`config.mk`:
```
export PLATFORM = sky130hd
export DESIGN_NAME = fp_minmax_reduce
export DESIGN_NICKNAME = d
export VERILOG_FILES = /design/src/rtl/fp_minmax_reduce_pkg.sv /design/src/rtl/fp_minmax_reduce_cmp.sv /design/src/rtl/fp_minmax_reduce.sv
export SDC_FILE = /design/constraint.sdc
export NUM_CORES = 1
export LEC_CHECK = 0
export BUFFER_PORTS_ARGS = -buffer_cell sky130_fd_sc_hd__buf_2
export CORE_ASPECT_RATIO = 0.75
export CORE_MARGIN = 3
export CORE_UTILIZATION = 25
export DETAILED_ROUTE_END_ITERATION = 12
export SYNTH_ARGS = -nofsm -noshare
export SYNTH_HDL_FRONTEND = slang
export SYNTH_SLANG_ARGS = --single-unit
```
`constraint.sdc`:
```
create_clock -name clk -period 3.2 [get_ports clk]
set_input_delay 0.96 -clock clk [delete_from_list [all_inputs] [get_ports clk]]
set_output_delay 0.96 -clock clk [all_outputs]
set_load 0.03 [all_outputs]
```
`src/rtl/fp_minmax_reduce_pkg.sv`:
```
// Shared types and constants for the FP32 min/max reduction block.
// Field helpers keep the NaN classification in one place.
package fp_minmax_reduce_pkg;

  typedef enum logic [1:0] {
    ST_IDLE  = 2'd0,
    ST_ACCUM = 2'd1,
    ST_DONE  = 2'd2
  } state_t;

  localparam logic OP_MIN = 1'b0;
  localparam logic OP_MAX = 1'b1;

  localparam int SIGN_W = 1;
  localparam int EXP_W  = 8;
  localparam int MAN_W  = 23;
  localparam int FP_W   = SIGN_W + EXP_W + MAN_W;

  localparam logic [FP_W-1:0] CANON_NAN = 32'h7FC0_0000;

  function automatic logic is_nan(input logic [FP_W-1:0] x);
    return (x[FP_W-2 -: EXP_W] == {EXP_W{1'b1}}) && (x[MAN_W-1:0] != '0);
  endfunction

  // Quiet bit is the mantissa MSB; clear means signaling.
  function automatic logic is_snan(input logic [FP_W-1:0] x);
    return is_nan(x) && !x[MAN_W-1];
  endfunction

endpackage

```
`src/rtl/fp_minmax_reduce_cmp.sv`:
```
// Combinational FP32 min/max of two operands with IEEE NaN handling.
// A single NaN operand is dropped; two NaNs collapse to the canonical NaN.
module fp_minmax_cmp
  import fp_minmax_reduce_pkg::*;
(
  input  logic [FP_W-1:0] a,
  input  logic [FP_W-1:0] b,
  input  logic            op,
  output logic [FP_W-1:0] result,
  output logic            a_snan,
  output logic            b_snan
);

  logic a_nan;
  logic b_nan;
  logic a_lt_b;
  logic a_neg;
  logic b_neg;

  assign a_nan  = is_nan(a);
  assign b_nan  = is_nan(b);
  assign a_snan = is_snan(a);
  assign b_snan = is_snan(b);
  assign a_neg  = a[FP_W-1];
  assign b_neg  = b[FP_W-1];

  // Sign-magnitude ordering; a sign mismatch alone decides, so -0 < +0.
  always_comb begin
    if (a_neg != b_neg)
      a_lt_b = a_neg;
    else if (a_neg)
      a_lt_b = a[FP_W-2:0] > b[FP_W-2:0];
    else
      a_lt_b = a[FP_W-2:0] < b[FP_W-2:0];
  end

  always_comb begin
    if (a_nan && b_nan)
      result = CANON_NAN;
    else if (a_nan)
      result = b;
    else if (b_nan)
      result = a;
    else if (op == OP_MAX)
      result = a_lt_b ? b : a;
    else
      result = a_lt_b ? a : b;
  end

endmodule

```
`src/rtl/fp_minmax_reduce.sv`:
```
// Streaming FP32 min/max reduction: IDLE -> ACCUM (one element per cycle) -> DONE.
// The accumulator starts as canonical NaN so the first real element always wins.
module fp_minmax_reduce
  import fp_minmax_reduce_pkg::*;
#(
  parameter int LEN_W = 8
) (
  input  logic             clk,
  input  logic             rst_n,
  input  logic             start,
  input  logic             op,
  input  logic [LEN_W-1:0] len,
  input  logic             in_valid,
  input  logic [FP_W-1:0]  in_data,
  output logic             in_ready,
  output logic             busy,
  output logic             out_valid,
  output logic [FP_W-1:0]  out_data,
  output logic             out_nv,
  input  logic             out_ready
);

  state_t           state;
  state_t           state_nxt;
  logic [FP_W-1:0]  acc;
  logic [LEN_W-1:0] cnt;
  logic             nv;
  logic             op_q;
  logic [FP_W-1:0]  cmp_result;
  logic             acc_snan;
  logic             data_snan;
  logic             beat;

  fp_minmax_cmp u_cmp (
    .a      (acc),
    .b      (in_data),
    .op     (op_q),
    .result (cmp_result),
    .a_snan (acc_snan),
    .b_snan (data_snan)
  );

  assign beat = in_valid && (state == ST_ACCUM);

  always_ff @(posedge clk or negedge rst_n) begin
    if (!rst_n)
      state <= ST_IDLE;
    else
      state <= state_nxt;
  end

  always_comb begin
    state_nxt = state;
    case (state)
      ST_IDLE:  if (start) state_nxt = (len == '0) ? ST_DONE : ST_ACCUM;
      ST_ACCUM: if (beat && cnt == LEN_W'(1)) state_nxt = ST_DONE;
      ST_DONE:  if (out_ready) state_nxt = ST_IDLE;
      default:  state_nxt = ST_IDLE;
    endcase
  end

  always_ff @(posedge clk or negedge rst_n) begin
    if (!rst_n) begin
      acc  <= '0;
      cnt  <= '0;
      nv   <= 1'b0;
      op_q <= OP_MIN;
    end else if (state == ST_IDLE && start) begin
      acc  <= CANON_NAN;
      cnt  <= len;
      nv   <= 1'b0;
      op_q <= op;
    end else if (beat) begin
      acc <= cmp_result;
      cnt <= cnt - LEN_W'(1);
      // The accumulator never retains an sNaN, so acc_snan only guards corrupt state.
      nv  <= nv | data_snan | acc_snan;
    end
  end

  assign in_ready  = (state == ST_ACCUM);
  assign busy      = (state != ST_IDLE);
  assign out_valid = (state == ST_DONE);
  assign out_data  = out_valid ? acc : '0;
  assign out_nv    = out_valid && nv;

endmodule

```
==> results.json, run 1 <==
{
  "core_um2": 13100,
  "crit_family": "buffers and inverters",
  "gr-total-overflow": 0,
  "start_util": 0.258,
  "synth_nets": 477,
  "hold_viol": 0,
  "grt_max_degree": 34,
  "clock_skew_ps": 7.82,
  "crit_path_end_kind": "flop",
  "ctsRootBufferMaster": "clkbuf_16",
  "p_leak_nw": 2.45,
  "drive_above_1_share": 0.284,
  "io_buffers": 81,
  "crit_required_ps": 3400,
  "pwr-share-seq": 0.289,
  "synth_xor_area_frac": 0,
  "ir_drop_uv": 352,
  "tightest_slew_ps": 475,
  "hold_buffers": 0,
  "grt.met2_usage": 0.220,
  "final_nets": 596,
  "whs_ps": 506,
  "cts_tree": "done",
  "path_clk_slew_ps": 70,
  "synth_mux_area_frac": 0.0952,
  "synthAdderAreaFrac": 0.123,
  "vias_per_cell": 4.73,
  "period_needed_ps": 3090,
  "max_clock_freq_mhz": 324,
  "cts_htree_levels": 2,
  "synth_top_cell_area_share": 0.327,
  "clk_latency_ps": 280,
  "path_class": "in -> reg",
  "syn_avg_cell_area_um2": 8.45,
  "drt-total-wl_mm": 10.4,
  "cp-start-kind": "input port",
  "crit_chain": "buf_2 -> inv_1 -> ha_1 -> nand4_4 -> nor3_1 -> a221oi_2 -> buf_4 -> nand3_1 -> o21ai_2 -> nor4_2 -> nor3_4 -> buf_6 -> buf_12 -> mux2i_2",
  "syn2layout_area_growth_pct": 33.1,
  "status": "completed",
  "drtIter0Drc": 194,
  "die_h_um": 106,
  "cp_max_fo": 8,
  "postRouteAntennaNets": 0,
  "synth_area_leaders": "dfrtp_1 (33%), ha_1 (12%), mux2i_1 (9.5%)",
  "use_met3": 0.0288,
  "max_slew_margin": 0.679,
  "crit_buf_inv": 5,
  "cts_buffers": 5,
  "cts.sinks": 44,
  "yosys_register_bits": 44,
  "yosysSeqAreaShare": 0.327,
  "die-area_um2": 14900,
  "grt_pass1_vias": 3305,
  "post-route-period-util": 0.964,
  "cp.arrival_ps": 3290,
  "synth_edf_count": 0,
  "internal_power_w": 0.00209,
  "drc": 0,
  "hold_class": "reg -> reg",
  "cap_violations": 0,
  "synth_compound_area_frac": 0.0967,
  "final-seq-area_um2": 1100,
  "switching_share": 0.462,
  "ys_types": 41,
  "use_met1": 0.198,
  "synthCells": 398,
  "yosys_warnings": 0,
  "setup_viol": 0,
  "async_flop_share": 1.00,
  "top_usage_layer": "met2",
  "clock_path_buffers": 2,
  "dp_hpwl_mm": 8.04,
  "synth-main-ff-cell": "dfrtp_1",
  "stdcell_count": 689,
  "n_fill_cell": 1400,
  "num_io_pins": 82,
  "switchingPower_w": 0.00179,
  "power_density_nw_per_um2": 867,
  "track_usage": 0.138,
  "synth-simple-area-share": 0.295,
  "clkPwrFrac": 0.138,
  "r2r.worst_path.cells": 12,
  "multi_input_area_um2": 2080,
  "place_congestion": 0.869,
  "synth_top_family_by_area": "simple AND/OR/NAND/NOR gates",
  "finalSetupTns_ps": 0,
  "cp.depth": 14,
  "die_x_um": 140,
  "comb_power_share": 0.573,
  "fp-row-count": 36,
  "firstDrtPassIters": 4,
  "critPathMaxStageDelay_ps": 350,
  "yosys.area.top_type": "dfrtp_1",
  "diodes": 0,
  "final_core_util": 0.343,
  "vias": 3257,
  "slowest_stage": "ha_1",
  "whs_path_depth": 1,
  "avgRoutedWirePerCell_um": 15.1,
  "syn-cell-area_um2": 3360,
  "grt_pass1_wl_mm": 16.8,
  "rsz0062_at_grt": "no",
  "slew_violations": 0,
  "final_area_um2": 4480,
  "place_area_um2": 4220,
  "dp.cells": 677,
  "antenna_found_initial": 0
}
[synth_stat cells (4+ instances only)]
cell type / count
inv_1: 36
nor2_1: 31
a21oi_1: 17
a221o_1: 4
o21ai_1: 5
clkbuf_1: 9
nor3_1: 7
nand3_1: 6
ha_1: 33
nor4_1: 14
nand2_1: 70
dfrtp_1: 44
and2_1: 34
nand4_1: 10
mux2i_1: 32
o21ai_0: 11
[sequential cells by signal, indices dropped and copies added (netlist names)]
register,cells
op_q,1
acc,32
cnt,8
state,2
nv,1
[routing by layer]
metal | vias to the layer above | share of wire
met1 | 1549 | 0.50
met3 | 4 | 0.052
met5 | - | 0
met4 | 0 | 0.0043
met2 | 87 | 0.45
li1 | 1617 | -
[layout make-up]
class,instances,area share
timing repair buffer,124,0.177
multi-input combinational,306,0.465
clock inverter,2,0.00335
clock buffer,6,0.0310
inverter,36,0.0302
tap,171,0.0478
sequential,44,0.246
[layout by cell type (no fill, tap or decap), drive strengths merged]
master,synthesis,final
a211oi,1,1
a21boi,1,1
a21oi,17,17
a221o,4,4
a221oi,2,2
a22oi,2,2
and2,34,34
and3,2,2
and4,1,1
buf,3,122
clkbuf,9,8
clkinvlp,0,2
dfrtp,44,44
ha,33,33
inv,36,36
mux2i,32,32
nand2,70,70
nand2b,3,3
nand3,6,6
nand3b,1,1
nand4,13,13
nor2,31,31
nor2b,2,2
nor3,8,8
nor4,16,16
o211ai,1,1
o21ai,17,17
o221ai,1,1
o22ai,3,3
o311ai,1,1
o31ai,1,1
o41ai,1,1
or2,1,1
or4,1,1
[power groups by stage]
stage / clock (W) / combinational, W / sequential [W]
2_1_floorplan: 0 / 0.00154 / 0.00102
3_3_place_gp: 0 / 0.00201 / 0.00112
3_5_place_dp: 0 / 0.00208 / 0.00112
4_1_cts: 0.000542 / 0.00209 / 0.00112
5_1_grt: 0.000576 / 0.00246 / 0.00117
6_report: 0.000536 / 0.00223 / 0.00112
[path summary, 6_finish.rpt]
check,startpoint,to,slack (ps)
max,in_data[30],acc[7],110
min,cnt[6],cnt[6],510
max reg2reg,acc[26],acc[7],500
min reg2reg,cnt[6],cnt[6],510
max in group asynchronous,rst_n,acc[1],1840
min in group asynchronous,rst_n,acc[23],620
[logic make-up (layout without fill, tap and decap cells)]
kind of cell    after synthesis  after routing
fa+ha+maj                    33             33
flops                        44             44
simple gates                189            189
mux                          32             32
buf+inv                      48            168
compound gates               52             52
[through the flow]
| step | worst slack, ps | total power [W] |
|---|---|---|
| detailed placement | -200 | 0.00321 |
| CTS | 69.0 | 0.00375 |
| finish | 115 | 0.00388 |
| floorplan | 173 | 0.00255 |
| global route | 4.25 | 0.00421 |
| global placement | -214 | 0.00312 |
[what timing repair did]
| action | CTS | global route |
|---|---|---|
| setup endpoints to repair | 0 | 32 |
| gates resized for setup | 0 | 6 |
| setup buffers | 0 | 2 |
| hold endpoints to repair | 0 | 0 |
(Power assumes the default switching activity.)
==> run 2, diff against run 1 <==
Settings changed: SYNTH_HIERARCHICAL from default to 1.
==> results.json, run 2 <==
{
  "place_congestion": 0.891,
  "crit_family": "compound AO/OA/AOI/OAI gates",
  "crit_start": "in_data[23]",
  "syn_avg_cell_area_um2": 8.51,
  "mostFrequentLayoutCells": "buf_4 (99), buf_2 (70), dfrtp_1 (44), and2_1 (35), inv_1 (31)",
  "die_x_um": 150,
  "cts.sinks": 44,
  "r2r_start": "acc[21]",
  "n_fill_cell": 1465,
  "ctsRootBufferMaster": "clkbuf_16",
  "clock_path_buffers": 2,
  "synth_nets": 536,
  "drtIter0Drc": 281,
  "yosys.area.top_type": "dfrtp_1",
  "setup_viol": 31,
  "clock_skew_ps": 6.75,
  "gr-total-overflow": 0,
  "max_slew_margin": 0.484,
  "power_density_nw_per_um2": 952,
  "diodes": 0,
  "slew_violations": 0,
  "path_class": "in -> reg",
  "cap_violations": 0,
  "synth_edf_count": 0,
  "crit_path_end_kind": "flop",
  "synth.most_common_cell": "inv_1",
  "hold_class": "reg -> reg",
  "track_usage": 0.158,
  "yosysSeqAreaShare": 0.284,
  "rsz0062_at_grt": "yes",
  "synth_top_cell_area_share": 0.284,
  "clk_latency_ps": 280,
  "final_core_util": 0.399,
  "async_flop_share": 1.00,
  "worst_slack_ps": -216,
  "largest_reg_flops": 32,
  "switchingPower_w": 0.00260,
  "post-route-period-util": 1.07,
  "status": "finished with violations",
  "ir_drop_uv": 417,
  "grt_pass1_wl_mm": 21.7,
  "postRouteAntennaNets": 0,
  "antenna_found_initial": 0,
  "hold_viol": 0,
  "die_h_um": 114,
  "slowest_stage": "a211oi_4",
  "ys_types": 57,
  "final_nets": 703,
  "num_io_pins": 82,
  "synth_common_cells": "inv_1 (45), dfrtp_1 (44), ha_1 (35), and2_1 (34), nor2_1 (31)",
  "cts_tree": "done",
  "yosys_register_bits": 44,
  "io_buffers": 81,
  "vias_per_cell": 5.19,
  "yosys_warnings": 6,
  "vias": 4271,
  "max_clock_freq_mhz": 293,
  "cts_htree_levels": 2,
  "synth-main-ff-cell": "dfrtp_1",
  "drt-total-wl_mm": 14.0,
  "regMostFlops": "acc",
  "crit_chain": "buf_4 -> inv_2 -> ha_1 -> nand4_1 -> nor4_2 -> buf_4 -> buf_6 -> o41a_4 -> mux2i_4 -> nor3_4 -> a211oi_4 -> buf_6 -> a32oi_2 -> o22a_1",
  "drc": 0,
  "violations": "negative setup slack",
  "syn2layout_area_growth_pct": 52.3,
  "avgRoutedWirePerCell_um": 17.0,
  "largestRegisters": "acc x32, cnt x8, state x2",
  "crit_required_ps": 3370,
  "dp_hpwl_mm": 10.4,
  "cp-start-kind": "input port",
  "grt_pass1_vias": 4143,
  "path_clk_slew_ps": 70,
  "cp_max_fo": 7,
  "layout_commonest_cell": "buf_4",
  "period_needed_ps": 3420,
  "syn-cell-area_um2": 3870,
  "synthCells": 455,
  "synth_area_leaders": "dfrtp_1 (28%), ha_1 (11%), and2_1 (5.5%)",
  "internal_power_w": 0.00301,
  "cp.arrival_ps": 3590,
  "drive_above_1_share": 0.446,
  "critPathMaxStageDelay_ps": 410,
  "pwr-share-seq": 0.198,
  "hold_start": "nv",
  "start_util": 0.262,
  "hold_buffers": 0,
  "switching_share": 0.463,
  "grt_max_degree": 28,
  "p_leak_nw": 2.80,
  "finalSetupTns_ps": -5440,
  "core_um2": 14800,
  "cts_buffers": 5,
  "firstDrtPassIters": 5,
  "tightest_slew_ps": 774,
  "crit_buf_inv": 5,
  "comb_power_share": 0.692,
  "die-area_um2": 17000,
  "fp-row-count": 38,
  "clkPwrFrac": 0.110
}
run 2: worst reg2reg max path: stages, from the launching register on:
cell and delay [ps]:
dfrtp_1 470, ha_4 300, nand4_1 180, nor4_2 330
buf_4 180, buf_6 80, o41a_4 210, mux2i_4 270
nor3_4 80, a211oi_4 410, buf_6 190, a32oi_2 60
o22a_1 210
run 2: kinds of logic (layout without fill, tap and decap cells):
| kind of cell | after synthesis | in the layout | synth area share |
|---|---|---|---|
| AO/OA/AOI/OAI | 124 | 124 | 0.262 |
| adder cells (fa/ha/maj) | 35 | 35 | 0.113 |
| buffers and inverters | 72 | 240 | 0.0750 |
| flip-flops | 44 | 44 | 0.284 |
| multiplexers | 4 | 4 | 0.0103 |
| AND/OR/NAND/NOR | 176 | 176 | 0.255 |
run 2: cell type report:
| cell class | count | area [um2] | area share |
|---|---|---|---|
| clock inverters | 2 | 38.8 | 0.00657 |
| repair buffers | 187 | 1360 | 0.231 |
| well taps | 200 | 250 | 0.0424 |
| clock buffers | 6 | 139 | 0.0235 |
| flip-flops and latches | 44 | 1100 | 0.187 |
| inverters | 45 | 181 | 0.0308 |
| multi-input cells | 339 | 2830 | 0.479 |
run 2: repair_timing:
action / CTS / global route
gates resized for setup: 36 / 24
endpoints found under the setup margin: 31 / 31
gates cloned: 1 / 2
buffers inserted: 6 / 1
pin swaps: 13 / 13
run 2: worst paths after layout:
kind / cells after the start / end / slack [ps]
setup / recovery: 14 / acc[22] / -220
hold / removal: 2 / nv / 530
setup reg to reg: 12 / acc[22] / 120
hold reg to reg: 2 / nv / 530
max in group asynchronous: 2 / acc[5] / 1830
min in group asynchronous: 1 / cnt[2] / 620
run 2: power groups by stage:
stage | clock network (W) | registers, W | logic (W)
3_3_place_gp | 0 | 0.00107 | 0.00338
2_1_floorplan | 0 | 0.00103 | 0.00234
6_report | 0.000618 | 0.00111 | 0.00389
5_1_grt | 0.000654 | 0.00115 | 0.00418
3_5_place_dp | 0 | 0.00108 | 0.00347
4_1_cts | 0.000625 | 0.00110 | 0.00364
run 2: metrics by stage:
step | cell area, um2 | total power [W] | hold WS, ps | std cells | worst slack (ps)
after CTS | 5760 | 0.00536 | 538 | 820 | -186
after floorplan | 4030 | 0.00337 | 485 | 455 | -229
final | 5900 | 0.00562 | 525 | 823 | -216
after global routing | 5900 | 0.00598 | 555 | 823 | -285
after global placement | 5300 | 0.00445 | 517 | 805 | -557
after detailed placement | 5300 | 0.00455 | 527 | 805 | -596
run 2: per-layer routing:
metal | wire, um | track usage
met1 | 6660 | 0.231
met3 | 761 | 0.0246
met5 | 0 | 0
met2 | 6270 | 0.242
met4 | 272 | 0.0414
